`config.mk`:
```
export PLATFORM = sky130hd
export DESIGN_NAME = hs_io_master_flat
export DESIGN_NICKNAME = d
export VERILOG_FILES = /design/src/rtl/hs_io_pkg.sv /design/src/rtl/hs_io_master_if.sv /design/src/rtl/hs_io_master.sv /design/src/flat_wrapper.sv
export SDC_FILE = /design/constraint.sdc
export NUM_CORES = 1
export LEC_CHECK = 0
export BUFFER_PORTS_ARGS = -buffer_cell sky130_fd_sc_hd__buf_2
export CELL_PAD_IN_SITES_DETAIL_PLACEMENT = 2
export CELL_PAD_IN_SITES_GLOBAL_PLACEMENT = 2
export CORE_MARGIN = 2
export CORE_UTILIZATION = 29
export DETAILED_ROUTE_END_ITERATION = 8
export PLACE_DENSITY_LB_ADDON = 0.1
export SETUP_SLACK_MARGIN = 0.1
export SYNTH_ARGS = -nofsm -noshare
export SYNTH_HDL_FRONTEND = slang
export SYNTH_SLANG_ARGS = --single-unit
```
`constraint.sdc`:
```
create_clock -name sys_clk -period 2.1 [get_ports sys_clk]
set_input_delay 0.42 -clock sys_clk [delete_from_list [all_inputs] [get_ports sys_clk]]
set_output_delay 0.42 -clock sys_clk [all_outputs]
set_load 0.005 [all_outputs]
```
`src/rtl/hs_io_pkg.sv`:
```
// Shared types and constants for the host-side IO bus initiator that reaches
// the SATA DMA/control register space.
package hs_io_pkg;

  typedef enum logic [1:0] {
    HS_IDLE   = 2'd0,
    HS_STROBE = 2'd1,
    HS_WAIT   = 2'd2,
    HS_RESP   = 2'd3
  } hs_state_e;

  localparam logic [31:0] DMA0_BASE = 32'h0000_0000;
  localparam logic [31:0] DMA1_BASE = 32'h0000_0100;
  localparam logic [31:0] DMA2_BASE = 32'h0000_0200;
  localparam logic [31:0] DMA3_BASE = 32'h0000_0300;
  localparam logic [31:0] CTRL_BASE = 32'h0000_0800;

  localparam logic [31:0] HS_ERR_DATA_DEFAULT = 32'hDEAD_BEEF;

endpackage

```
`src/rtl/hs_io_master_if.sv`:
```
// Request/response channels plus the MCS-style IO bus, bundled for hs_io_master.
// The master modport is the initiator's view; slave is the host/responder view.
interface hs_io_master_if;

  logic        req_valid;
  logic        req_ready;
  logic        req_write;
  logic [31:0] req_addr;
  logic [3:0]  req_be;
  logic [31:0] req_wdata;

  logic        rsp_valid;
  logic        rsp_ready;
  logic [31:0] rsp_rdata;
  logic        rsp_err;

  logic        IO_Addr_Strobe;
  logic        IO_Read_Strobe;
  logic        IO_Write_Strobe;
  logic [31:0] IO_Address;
  logic [3:0]  IO_Byte_Enable;
  logic [31:0] IO_Write_Data;
  logic [31:0] IO_Read_Data;
  logic        IO_Ready;

  modport master (
    input  req_valid, req_write, req_addr, req_be, req_wdata, rsp_ready,
           IO_Read_Data, IO_Ready,
    output req_ready, rsp_valid, rsp_rdata, rsp_err,
           IO_Addr_Strobe, IO_Read_Strobe, IO_Write_Strobe,
           IO_Address, IO_Byte_Enable, IO_Write_Data
  );

  modport slave (
    output req_valid, req_write, req_addr, req_be, req_wdata, rsp_ready,
           IO_Read_Data, IO_Ready,
    input  req_ready, rsp_valid, rsp_rdata, rsp_err,
           IO_Addr_Strobe, IO_Read_Strobe, IO_Write_Strobe,
           IO_Address, IO_Byte_Enable, IO_Write_Data
  );

endinterface

```
`src/rtl/hs_io_master.sv`:
```
// Single-outstanding IO bus initiator: one strobe per request, waits for
// IO_Ready under a timeout and returns data or an error response.
module hs_io_master
  import hs_io_pkg::*;
#(
  parameter int unsigned C_TIMEOUT  = 255,
  parameter logic [31:0] C_ERR_DATA = HS_ERR_DATA_DEFAULT
) (
  input  logic           sys_clk,
  input  logic           sys_rst_n,
  hs_io_master_if.master bus,
  output logic [7:0]     tmo_count
);

  localparam logic [1:0] IDLE   = HS_IDLE;
  localparam logic [1:0] STROBE = HS_STROBE;
  localparam logic [1:0] WAIT   = HS_WAIT;
  localparam logic [1:0] RESP   = HS_RESP;

  localparam logic [15:0] TMO_LAST = 16'(C_TIMEOUT - 1);

  logic [1:0]  state_q, state_d;
  logic        req_ready_q, req_ready_d;
  logic        write_q, write_d;
  logic        addr_stb_q, addr_stb_d;
  logic        rd_stb_q, rd_stb_d;
  logic        wr_stb_q, wr_stb_d;
  logic [31:0] io_addr_q, io_addr_d;
  logic [3:0]  io_be_q, io_be_d;
  logic [31:0] io_wdata_q, io_wdata_d;
  logic        rsp_valid_q, rsp_valid_d;
  logic [31:0] rsp_rdata_q, rsp_rdata_d;
  logic        rsp_err_q, rsp_err_d;
  logic [15:0] cnt_q, cnt_d;
  logic [7:0]  tmo_count_q, tmo_count_d;

  always_comb begin
    state_d     = state_q;
    req_ready_d = req_ready_q;
    write_d     = write_q;
    addr_stb_d  = 1'b0;
    rd_stb_d    = 1'b0;
    wr_stb_d    = 1'b0;
    io_addr_d   = io_addr_q;
    io_be_d     = io_be_q;
    io_wdata_d  = io_wdata_q;
    rsp_valid_d = rsp_valid_q;
    rsp_rdata_d = rsp_rdata_q;
    rsp_err_d   = rsp_err_q;
    cnt_d       = cnt_q;
    tmo_count_d = tmo_count_q;

    case (state_q)
      IDLE: begin
        if (bus.req_valid && req_ready_q) begin
          write_d     = bus.req_write;
          io_addr_d   = bus.req_addr;
          io_be_d     = bus.req_be;
          io_wdata_d  = bus.req_wdata;
          addr_stb_d  = 1'b1;
          wr_stb_d    = bus.req_write;
          rd_stb_d    = !bus.req_write;
          req_ready_d = 1'b0;
          state_d     = STROBE;
        end
      end

      // STROBE and WAIT share completion; IO_Ready is tested first so it
      // beats a timeout landing in the same cycle.
      STROBE, WAIT: begin
        cnt_d = (state_q == STROBE) ? 16'd0 : cnt_q + 16'd1;
        if (bus.IO_Ready) begin
          rsp_rdata_d = write_q ? 32'd0 : bus.IO_Read_Data;
          rsp_err_d   = 1'b0;
          rsp_valid_d = 1'b1;
          state_d     = RESP;
        end else if (state_q == WAIT && cnt_q == TMO_LAST) begin
          rsp_rdata_d = write_q ? 32'd0 : C_ERR_DATA;
          rsp_err_d   = 1'b1;
          rsp_valid_d = 1'b1;
          if (tmo_count_q != 8'hFF) begin
            tmo_count_d = tmo_count_q + 8'd1;
          end
          state_d     = RESP;
        end else begin
          state_d = WAIT;
        end
      end

      RESP: begin
        if (bus.rsp_ready) begin
          rsp_valid_d = 1'b0;
          req_ready_d = 1'b1;
          state_d     = IDLE;
        end
      end

      default: state_d = IDLE;
    endcase
  end

  always_ff @(posedge sys_clk or negedge sys_rst_n) begin
    if (!sys_rst_n) begin
      state_q     <= IDLE;
      req_ready_q <= 1'b1;
      write_q     <= 1'b0;
      addr_stb_q  <= 1'b0;
      rd_stb_q    <= 1'b0;
      wr_stb_q    <= 1'b0;
      io_addr_q   <= 32'd0;
      io_be_q     <= 4'd0;
      io_wdata_q  <= 32'd0;
      rsp_valid_q <= 1'b0;
      rsp_rdata_q <= 32'd0;
      rsp_err_q   <= 1'b0;
      cnt_q       <= 16'd0;
      tmo_count_q <= 8'd0;
    end else begin
      state_q     <= state_d;
      req_ready_q <= req_ready_d;
      write_q     <= write_d;
      addr_stb_q  <= addr_stb_d;
      rd_stb_q    <= rd_stb_d;
      wr_stb_q    <= wr_stb_d;
      io_addr_q   <= io_addr_d;
      io_be_q     <= io_be_d;
      io_wdata_q  <= io_wdata_d;
      rsp_valid_q <= rsp_valid_d;
      rsp_rdata_q <= rsp_rdata_d;
      rsp_err_q   <= rsp_err_d;
      cnt_q       <= cnt_d;
      tmo_count_q <= tmo_count_d;
    end
  end

  assign bus.req_ready       = req_ready_q;
  assign bus.rsp_valid       = rsp_valid_q;
  assign bus.rsp_rdata       = rsp_rdata_q;
  assign bus.rsp_err         = rsp_err_q;
  assign bus.IO_Addr_Strobe  = addr_stb_q;
  assign bus.IO_Read_Strobe  = rd_stb_q;
  assign bus.IO_Write_Strobe = wr_stb_q;
  assign bus.IO_Address      = io_addr_q;
  assign bus.IO_Byte_Enable  = io_be_q;
  assign bus.IO_Write_Data   = io_wdata_q;
  assign tmo_count           = tmo_count_q;

endmodule

```
`src/flat_wrapper.sv`:
```
// flat-port wrapper written by rule: the top's interface ports become plain ports
module hs_io_master_flat import hs_io_pkg::*;
#(
  parameter int unsigned C_TIMEOUT  = 255,
  parameter logic [31:0] C_ERR_DATA = HS_ERR_DATA_DEFAULT
)
  (sys_clk, sys_rst_n, tmo_count, bus_req_valid, bus_req_write, bus_req_addr, bus_req_be, bus_req_wdata, bus_rsp_ready, bus_IO_Read_Data, bus_IO_Ready, bus_req_ready, bus_rsp_valid, bus_rsp_rdata, bus_rsp_err, bus_IO_Addr_Strobe, bus_IO_Read_Strobe, bus_IO_Write_Strobe, bus_IO_Address, bus_IO_Byte_Enable, bus_IO_Write_Data);
  hs_io_master_if bus_i ();
  input  logic sys_clk;
  input  logic sys_rst_n;
  output logic [7:0] tmo_count;
  input wire logic [$bits(bus_i.req_valid)-1:0] bus_req_valid;
  input wire logic [$bits(bus_i.req_write)-1:0] bus_req_write;
  input wire logic [$bits(bus_i.req_addr)-1:0] bus_req_addr;
  input wire logic [$bits(bus_i.req_be)-1:0] bus_req_be;
  input wire logic [$bits(bus_i.req_wdata)-1:0] bus_req_wdata;
  input wire logic [$bits(bus_i.rsp_ready)-1:0] bus_rsp_ready;
  input wire logic [$bits(bus_i.IO_Read_Data)-1:0] bus_IO_Read_Data;
  input wire logic [$bits(bus_i.IO_Ready)-1:0] bus_IO_Ready;
  output wire logic [$bits(bus_i.req_ready)-1:0] bus_req_ready;
  output wire logic [$bits(bus_i.rsp_valid)-1:0] bus_rsp_valid;
  output wire logic [$bits(bus_i.rsp_rdata)-1:0] bus_rsp_rdata;
  output wire logic [$bits(bus_i.rsp_err)-1:0] bus_rsp_err;
  output wire logic [$bits(bus_i.IO_Addr_Strobe)-1:0] bus_IO_Addr_Strobe;
  output wire logic [$bits(bus_i.IO_Read_Strobe)-1:0] bus_IO_Read_Strobe;
  output wire logic [$bits(bus_i.IO_Write_Strobe)-1:0] bus_IO_Write_Strobe;
  output wire logic [$bits(bus_i.IO_Address)-1:0] bus_IO_Address;
  output wire logic [$bits(bus_i.IO_Byte_Enable)-1:0] bus_IO_Byte_Enable;
  output wire logic [$bits(bus_i.IO_Write_Data)-1:0] bus_IO_Write_Data;
  assign bus_i.req_valid = bus_req_valid;
  assign bus_i.req_write = bus_req_write;
  assign bus_i.req_addr = bus_req_addr;
  assign bus_i.req_be = bus_req_be;
  assign bus_i.req_wdata = bus_req_wdata;
  assign bus_i.rsp_ready = bus_rsp_ready;
  assign bus_i.IO_Read_Data = bus_IO_Read_Data;
  assign bus_i.IO_Ready = bus_IO_Ready;
  assign bus_req_ready = bus_i.req_ready;
  assign bus_rsp_valid = bus_i.rsp_valid;
  assign bus_rsp_rdata = bus_i.rsp_rdata;
  assign bus_rsp_err = bus_i.rsp_err;
  assign bus_IO_Addr_Strobe = bus_i.IO_Addr_Strobe;
  assign bus_IO_Read_Strobe = bus_i.IO_Read_Strobe;
  assign bus_IO_Write_Strobe = bus_i.IO_Write_Strobe;
  assign bus_IO_Address = bus_i.IO_Address;
  assign bus_IO_Byte_Enable = bus_i.IO_Byte_Enable;
  assign bus_IO_Write_Data = bus_i.IO_Write_Data;
  hs_io_master #(.C_TIMEOUT(C_TIMEOUT), .C_ERR_DATA(C_ERR_DATA)) u_core (.sys_clk(sys_clk), .sys_rst_n(sys_rst_n), .bus(bus_i), .tmo_count(tmo_count));
endmodule
```
==> results of run 1 <==
==> sequential cells by signal, summed over array words and instances, names as in the netlist, 2 cells and up <==
signal and cells:
u_core.state_q 2, u_core.bus.IO_Address 32, u_core.tmo_count 8, u_core.bus.IO_Write_Data 32, u_core.cnt_q 16, u_core.bus.rsp_rdata 32, u_core.bus.IO_Byte_Enable 4
==> layout make-up <==
class | instances | area share [%]
Tap cell | 260 | 4.20
Inverter | 8 | 0.387
Sequential cell | 133 | 43.0
Timing Repair Buffer | 237 | 16.9
Clock buffer | 20 | 6.02
Multi-Input combinational cell | 381 | 27.9
Clock inverter | 11 | 1.61
==> layout by cell type, fill, tap and decap left out, drive strengths merged, types with 3 or more instances in the layout <==
| cell | instances |
|---|---|
| ha | 7 |
| inv | 10 |
| clkbuf | 20 |
| and3 | 3 |
| or4 | 3 |
| clkinvlp | 5 |
| and2 | 3 |
| nand4 | 7 |
| a21oi | 11 |
| xor2 | 14 |
| nor4 | 4 |
| nor3 | 3 |
| o31ai | 4 |
| nor2 | 11 |
| buf | 236 |
| nand3 | 8 |
| mux2i | 24 |
| o2bb2ai | 25 |
| nand2b | 3 |
| nand2 | 219 |
| dfrtp | 132 |
| a22o | 8 |
| o311ai | 3 |
| o21ai | 10 |
==> power groups by stage <==
stage	clock network [mW]	registers [mW]	logic, mW
CTS	3.10	2.61	0.288
detailed placement	0	2.66	0.283
global route	3.20	2.62	0.313
floorplan	0	2.66	0.0625
global placement	0	2.66	0.276
finish	3.01	2.61	0.279
==> layer usage <==
metal	routed length, um	GRT usage (%)	part of all wire, %
met5	0	0	0
met4	262	6.10	1.4
met3	1490	6.34	7.8
met2	9570	32.8	50
met1	7760	23.6	41
==> kinds of logic (layout without fill, tap and decap cells) <==
group / count (synthesis) / after routing
buffers and inverters: 37 / 276
adder cells (fa/ha/maj): 7 / 7
AND/OR/NAND/NOR: 272 / 272
multiplexers: 25 / 25
XOR/XNOR: 14 / 14
AO/OA/AOI/OAI: 62 / 63
flip-flops: 133 / 133
==> path summary, 6_finish.rpt <==
| kind | end | slack [ns] | cells after the start |
|---|---|---|---|
| worst max-delay path | u_core.bus.rsp_rdata[30]$_DFFE_PN0P_ | 0.21 | 6 |
| worst min-delay path | u_core.bus.IO_Read_Strobe$_DFF_PN0_ | 0.17 | 2 |
| worst max register to register | u_core.bus.rsp_rdata[30]$_DFFE_PN0P_ | 0.21 | 6 |
| worst min register to register | u_core.bus.IO_Write_Data[4]$_DFFE_PN0P_ | 0.47 | 2 |
| max in group asynchronous | u_core.bus.IO_Address[21]$_DFFE_PN0P_ | 0.95 | 3 |
| min in group asynchronous | u_core.tmo_count[6]$_DFFE_PN0P_ | 0.52 | 2 |
==> timing repair <==
action	in CTS	in global routing
hold buffers	1	0
setup buffers	0	4
gates resized for setup	5	7
endpoints found under the hold margin	39	0
gates cloned	1	0
pin swaps	1	1
endpoints found under the setup margin	33	33
==> key figures, run 1 <==
Power
  • Internal: between 4 and 5 mW
  • Clock share of power: a little over 50%
  • Seq pwr share: 44.3%
  • Psw: about 1.3 mW
  • Max VDD drop: around 570 uV
  • PD cells: about 760 mW/mm2
  • Switching part of the total: 22.5%
  • Leakage: ~4.3 nW
  • Tot Pwr: approximately 6 mW
  • Combinational cell fraction of total power: 4.7%

Cells and area
  • Util after Layout: around two fifths
  • Final #Nets: 891
  • Layout overhead on the synthesized area: 38.3%
  • FILL cells: 2,087
  • Layout cells sized above 1: 36.3%
  • Diode count: 0
  • Register Area: between 0.003 and 0.004 mm2
  • Finished Cell Area: approximately 0.0077 mm2
  • Final Non-Filler Cells: ~1.1k
  • Multi-input logic area: 0.00216 mm2

Clocking
  • CTS tree: yes
  • CTS Buffer Depth: 2
  • Worst skew pair latency: 0.41 ns
  • TritonCTS Buffers: 17
  • CTS Root Cell: clkbuf_16
  • H-tree levels: 4
  • Clock sink count: about 130
  • Clk slew on worst S/H paths: approximately 0.06 ns

Route
  • Drt pass-1 iters: 4
  • Number of DRC markers in iteration 0: 131
  • DR vias/cell: ~4.7
  • DRC viols: 0
  • Vias: approximately 5.0k
  • Post-route antenna net violation count: 0
  • WL per Instance: 18.2 um
  • Detailed Route WL: between 15,000 and 20,000 um

Synthesis
  • Top post-synthesis cells by area: dfrtp_1 (59%), nand2_1 (15%), mux2i_1 (4.3%), o2bb2ai_1 (3.9%), xor2_1 (2.2%)
  • Syn nets: between 600 and 700
  • Cell count after synthesis: 550
  • Area fraction in compound gates after synthesis: between 8 and 9%
  • Mux cell area share after synthesis: roughly 4.5%
  • Mapped cell area: around 0.0056 mm2
  • Count leader, synth: nand2_1
  • Number of synthesized flops with an enable pin: 0
  • Synth Area in XOR/XNOR: 2.19%
  • Simple-gate portion of the synthesized area: 20.7%
  • FFs w/ async S/R, synth: between 90% and 100%
  • Post-synthesis register bit count: about 130
  • Adder-Cell Fraction of Synth Area: ~1.6%
  • Synth unique cells: 43
  • Yosys warning count: 0
  • Top FF cell, synth: dfrtp_1
  • Sequential fraction of the synthesis area: ~59%
  • Yosys top cell area share: about three fifths
  • Cell taking the most area after synthesis: dfrtp_1
  • Largest family of logic cells by synthesized area: simple AND/OR/NAND/NOR gates
  • Top post-synthesis cells by count: nand2_1 (218), dfrtp_1 (132), o2bb2ai_1 (25)
  • Post-Syn Area per Cell: 10.2 um2

Critical path
  • Startpoint types: flop
  • Crit path arrival time: between 2 and 2.5 ns
  • Crit path max fanout: 16
  • CP max-delay cell: o21ai_4
  • Reg-to-Reg Start: u_core.cnt_q[0]$_DFFE_PN0N_
  • Family with the most delay on the worst path: compound AO/OA/AOI/OAI gates
  • Crit-path max cell delay: ~0.46 ns
  • Setup crit start: u_core.cnt_q[0]$_DFFE_PN0N_
  • CP Buf/Inv Count: 1
  • Crit end category: flop
  • WP data required: ~2.4 ns
  • Cells along the critical path: inv_1 -> ha_1 -> and4bb_2 -> and4_2 -> o21ai_4 -> o2bb2ai_1
  • Crit Path Class: reg -> reg

Timing
  • Max Clk Rate: about 530 MHz
  • Crit share post-route: around nine tenths
  • Slew @ Worst Pin: 0.504 ns
  • Clk_skew: around 0.009 ns
  • RSZ-0062 raised after global routing: yes
  • Fin. Hold Viols: 0
  • Minimum clock period: 1.89 ns
  • Worst hold slack: 0.168 ns
  • Worst slew margin: approximately 66%
  • Setup TNS: 0 ns
  • # setup viols final: 0
  • Slew Limit Fails: 0
  • Final WS setup: between 0.2 and 0.25 ns

Placed design
  • Gpl congestion: ~0.75
  • DP Area: ~0.0070 mm2
  • Detailed Place HPWL: between 10,000 and 15,000 um
  • Placed cells: ~1k
  • DP Worst Slack: -0.0564 ns
  • PortBufs: roughly 220

GRT
  • Global route total overflow: 0
  • Pin count of the biggest net entering global routing: slightly above 70
  • First-pass GRT wire length: 30,800 um
  • Gr usage total: between 10% and 20%
  • Vias in the first global route: roughly 5.6k
  • Antenna violations before repair: 0

Die
  • DIE HEIGHT: 143 um
  • Ports: 220
  • Core area: between 0.015 and 0.02 mm2
  • Initial Util: between 20% and 30%
  • Die ar.: approximately 0.02 mm2
  • Row count: 50
  • Die Wd: roughly 140 um

Worst hold path
  • Worst hold path type: in -> reg
  • Hold Crit Start: bus_req_write

Flow run
  • # Max-Cap Violations: 0

Outcome
  • Status: finished clean
(Power assumes the default switching activity.)
==> run 2: changes to the inputs <==
--- a/config.mk
+++ b/config.mk
@@ -5,11 +5,12 @@
 export SDC_FILE = /design/constraint.sdc
 export NUM_CORES = 1
 export LEC_CHECK = 0
+export ABC_AREA = 1
 export BUFFER_PORTS_ARGS = -buffer_cell sky130_fd_sc_hd__buf_2
 export CELL_PAD_IN_SITES_DETAIL_PLACEMENT = 2
 export CELL_PAD_IN_SITES_GLOBAL_PLACEMENT = 2
 export CORE_MARGIN = 2
-export CORE_UTILIZATION = 29
+export CORE_UTILIZATION = 27
 export DETAILED_ROUTE_END_ITERATION = 8
 export PLACE_DENSITY_LB_ADDON = 0.1
 export SETUP_SLACK_MARGIN = 0.1
==> key figures, run 2 <==
Outcome
  • Status: finished clean

Synthesis
  • Mapped cell area: 0.00582 mm2 (+3.9%)
  • Number of synthesized flops with an enable pin: 0 (unchanged)
  • Synth unique cells: 27 (-37%)
  • Syn nets: 828 (+25%)
  • Count leader, synth: nand2_1
  • Top FF cell, synth: dfrtp_1
  • Sequential fraction of the synthesis area: 57.2% (-2.2 points)
  • Post-synthesis register bit count: 133 (unchanged)
  • Post-Syn Area per Cell: 8.14 um2 (-20%)
  • Yosys top cell area share: 56.7% (-2.2 points)
  • Top post-synthesis cells by area: dfrtp_1 (57%), nand2_1 (21%), o21ai_0 (3.4%), nor2_1 (3.2%), inv_1 (2.9%)
  • Top post-synthesis cells by count: nand2_1 (331), dfrtp_1 (132), nor2_1 (50)
  • Cell count after synthesis: 715 (+30%)
  • FFs w/ async S/R, synth: 100% (unchanged)
  • Yosys warning count: 0 (unchanged)
  • Cell taking the most area after synthesis: dfrtp_1

Power
  • Tot Pwr: 11.1 mW (+88%)
  • Max VDD drop: 578 uV (+2.2%)
  • PD cells: 1400 mW/mm2 (+83%)
  • Leakage: 4.41 nW (+1.7%)

Critical path
  • Cells along the critical path: inv_1 -> ha_2 -> nand2_1 -> inv_1 -> nand2_1 -> nor2_1 -> nand2_1 -> nand2_1 -> nand2_2 -> buf_12 -> nand2_1 -> o21ai_0
  • Crit path arrival time: 2.18 ns (-0.05 ns)
  • Most frequent CP cell: nand2_1
  • Crit-path max cell delay: 0.41 ns (-0.05 ns)
  • Crit Path Class: reg -> reg
  • Crit path max fanout: 17 (+1)
  • CP max-delay cell: dfrtp_1
  • WP data required: 2.39 ns (-0.04 ns)
  • Crit end category: flop
  • Startpoint types: flop

Clocking
  • CTS tree: yes
  • Clk slew on worst S/H paths: 0.06 ns (about the same)
  • Clock sink count: 133 (unchanged)
  • CTS Buffer Depth: 2 (unchanged)
  • Worst skew pair latency: 0.42 ns (about the same)
  • TritonCTS Buffers: 17 (unchanged)
  • CTS Root Cell: clkbuf_16
  • H-tree levels: 4 (unchanged)

Route
  • Detailed Route WL: 21,000 um (+9.9%)
  • Number of DRC markers in iteration 0: 143 (+9.2%)
  • Drt pass-1 iters: 4 (unchanged)
  • WL per Instance: 17.0 um (-6.5%)
  • DR vias/cell: 4.58 (-3.0%)
  • Post-route antenna net violation count: 0 (unchanged)
  • Vias: 5,654 (+14%)
  • DRC viols: 0 (unchanged)

GRT
  • Global route total overflow: 0 (unchanged)
  • M2 GR Usage: 31.7% (-1.1 points)
  • First-pass GRT wire length: 32,800 um (+6.7%)
  • GR met1 Demand/Resource: 21.5% (-2.1 points)
  • GRT met3 Usage: 7.32% (+0.98 points)
  • Gr usage total: 18.6% (-0.82 points)
  • Pin count of the biggest net entering global routing: 66 (-7.0%)
  • Antenna violations before repair: 4 (+4)
  • Grt peak-use layer: met2
  • Vias in the first global route: 6,279 (+12%)

Die
  • Initial Util: 27.6% (-2.2 points)
  • Row count: 53 (+6.0%)
  • DIE HEIGHT: 151 um (+5.5%)
  • Ports: 220 (unchanged)
  • Core area: 0.0211 mm2 (+12%)
  • Die Wd: 151 um (+5.5%)
  • Die ar.: 0.0227 mm2 (+11%)

Cells and area
  • Layout cells sized above 1: 29.7% (-6.6 points)
  • Commonest non-fill, non-tap cell in the layout: nand2_1
  • Layout overhead on the synthesized area: 36.9%
  • Most frequent cells in the layout: nand2_1 (331), buf_2 (218), dfrtp_1 (132), nor2_1 (47), inv_1 (45)
  • Final #Nets: 1,056 (+19%)

Timing
  • Setup TNS: 0 ns (unchanged)
  • Max Clk Rate: 529 MHz (+0.21%)
  • Worst slew margin: 59.0% (-7.3 points)
  • Minimum clock period: 1.89 ns (-0.00395 ns)
  • Slew @ Worst Pin: 0.613 ns (+0.109 ns)
  • Clk_skew: 0.00974 ns (+0.000971 ns)
  • Crit share post-route: 89.9% (-0.19 points)
  • # setup viols final: 0 (unchanged)
  • Fin. Hold Viols: 0 (unchanged)
  • Slew Limit Fails: 0 (unchanged)
  • RSZ-0062 raised after global routing: yes

Placed design
  • Detailed Place HPWL: 15,200 um (+15%)
  • PortBufs: 219 (unchanged)
  • Gpl congestion: 0.786 (+4.1%)

Worst hold path
  • Worst hold path type: in -> reg

Flow run
  • # Max-Cap Violations: 0 (unchanged)
==> run 2: changes by cell type in the layout (fill, tap and decap cells not counted), sizes merged, moves of 6 or more <==
cell     change
nand2      +116
nor2        +39
o2bb2ai     -25
mux2i       -24
o21ai       +59
inv         +44
nand4        +6
xor2        -12
a22o         -8
==> run 2: report_power, final <==
part / switching [mW] / internal, mW / total (mW)
Sequential: 0.561 / 3.56 / 4.12
Clock: 1.27 / 1.79 / 3.06
Combinational: 2.32 / 1.62 / 3.95
==> run 2: final cells by class <==
type	instances	area, um2
fill	2439	13100
sequential	133	3330
multi-input combinational	508	2190
timing repair buffer	236	1320
clock buffer	18	429
tap	275	344
inverter	47	176
clock inverter	14	166
antenna	3	7.51
==> run 2: through the flow <==
stage          setup WS [ns]  utilization, %  instances  hold slack (ns)  instance area, um2
2_1_floorplan          0.445               -        715            0.124                5820
3_3_place_gp           0.147            34.5       1194            0.355                7270
3_5_place_dp          0.0843            34.5       1194            0.355                7270
4_1_cts                0.123            37.4       1227            0.164                7880
5_1_grt               0.0293            37.8       1233            0.179                7970
6_report               0.211            37.8       1234            0.185                7970
==> run 2: critical path: cells and delay by family, from the launching register on <==
kind	cells	cell delay, ns
buffers and inverters	3	0.39
AOI/OAI and AO/OA	1	0.08
DFF	1	0.41
adders and majority gates	1	0.22
and+or+nand+nor	7	0.64
==> run 2: path summary, 6_finish.rpt <==
kind	startpoint	end	slack, ns	cells past startpoint
min reg2reg	u_core.bus.IO_Write_Data[0]$_DFFE_PN0P_	u_core.bus.IO_Write_Data[0]$_DFFE_PN0P_	0.48	2
max in group asynchronous	sys_rst_n	u_core.bus.rsp_rdata[30]$_DFFE_PN0P_	0.97	3
max	u_core.cnt_q[0]$_DFFE_PN0N_	u_core.bus.rsp_rdata[28]$_DFFE_PN0P_	0.21	12
min	bus_req_write	u_core.bus.IO_Read_Strobe$_DFF_PN0_	0.19	2
min in group asynchronous	sys_rst_n	u_core.tmo_count[5]$_DFFE_PN0P_	0.48	2
max reg2reg	u_core.cnt_q[0]$_DFFE_PN0N_	u_core.bus.rsp_rdata[28]$_DFFE_PN0P_	0.21	12
==> run 2: cell families (layout without fill, tap and decap cells) <==
family | count (synthesis) | in the layout | share of synthesized area (%)
xor+xnor | 3 | 3 | 0.452
fa+ha+maj | 7 | 7 | 1.50
other cells | 0 | 3 | 0
compound gates | 87 | 87 | 7.85
buf+inv | 74 | 315 | 5.44
simple gates | 411 | 411 | 27.6
flops | 133 | 133 | 57.2
==> run 2: routing by layer <==
| layer | vias up | wire, um |
|---|---|---|
| li1 | 2691 | - |
| met1 | 2758 | 8290 |
| met2 | 174 | 10400 |
| met3 | 29 | 1780 |
| met4 | 2 | 435 |
| met5 | - | 13 |
==> run 2: what timing repair did <==
item,CTS,global route
cloned,0,3
setup buffers,0,1
hold buffers,1,0
hold endpoints to repair,30,0
gates resized for setup,1,5
pin swaps,0,1
endpoints found under the setup margin,3,45
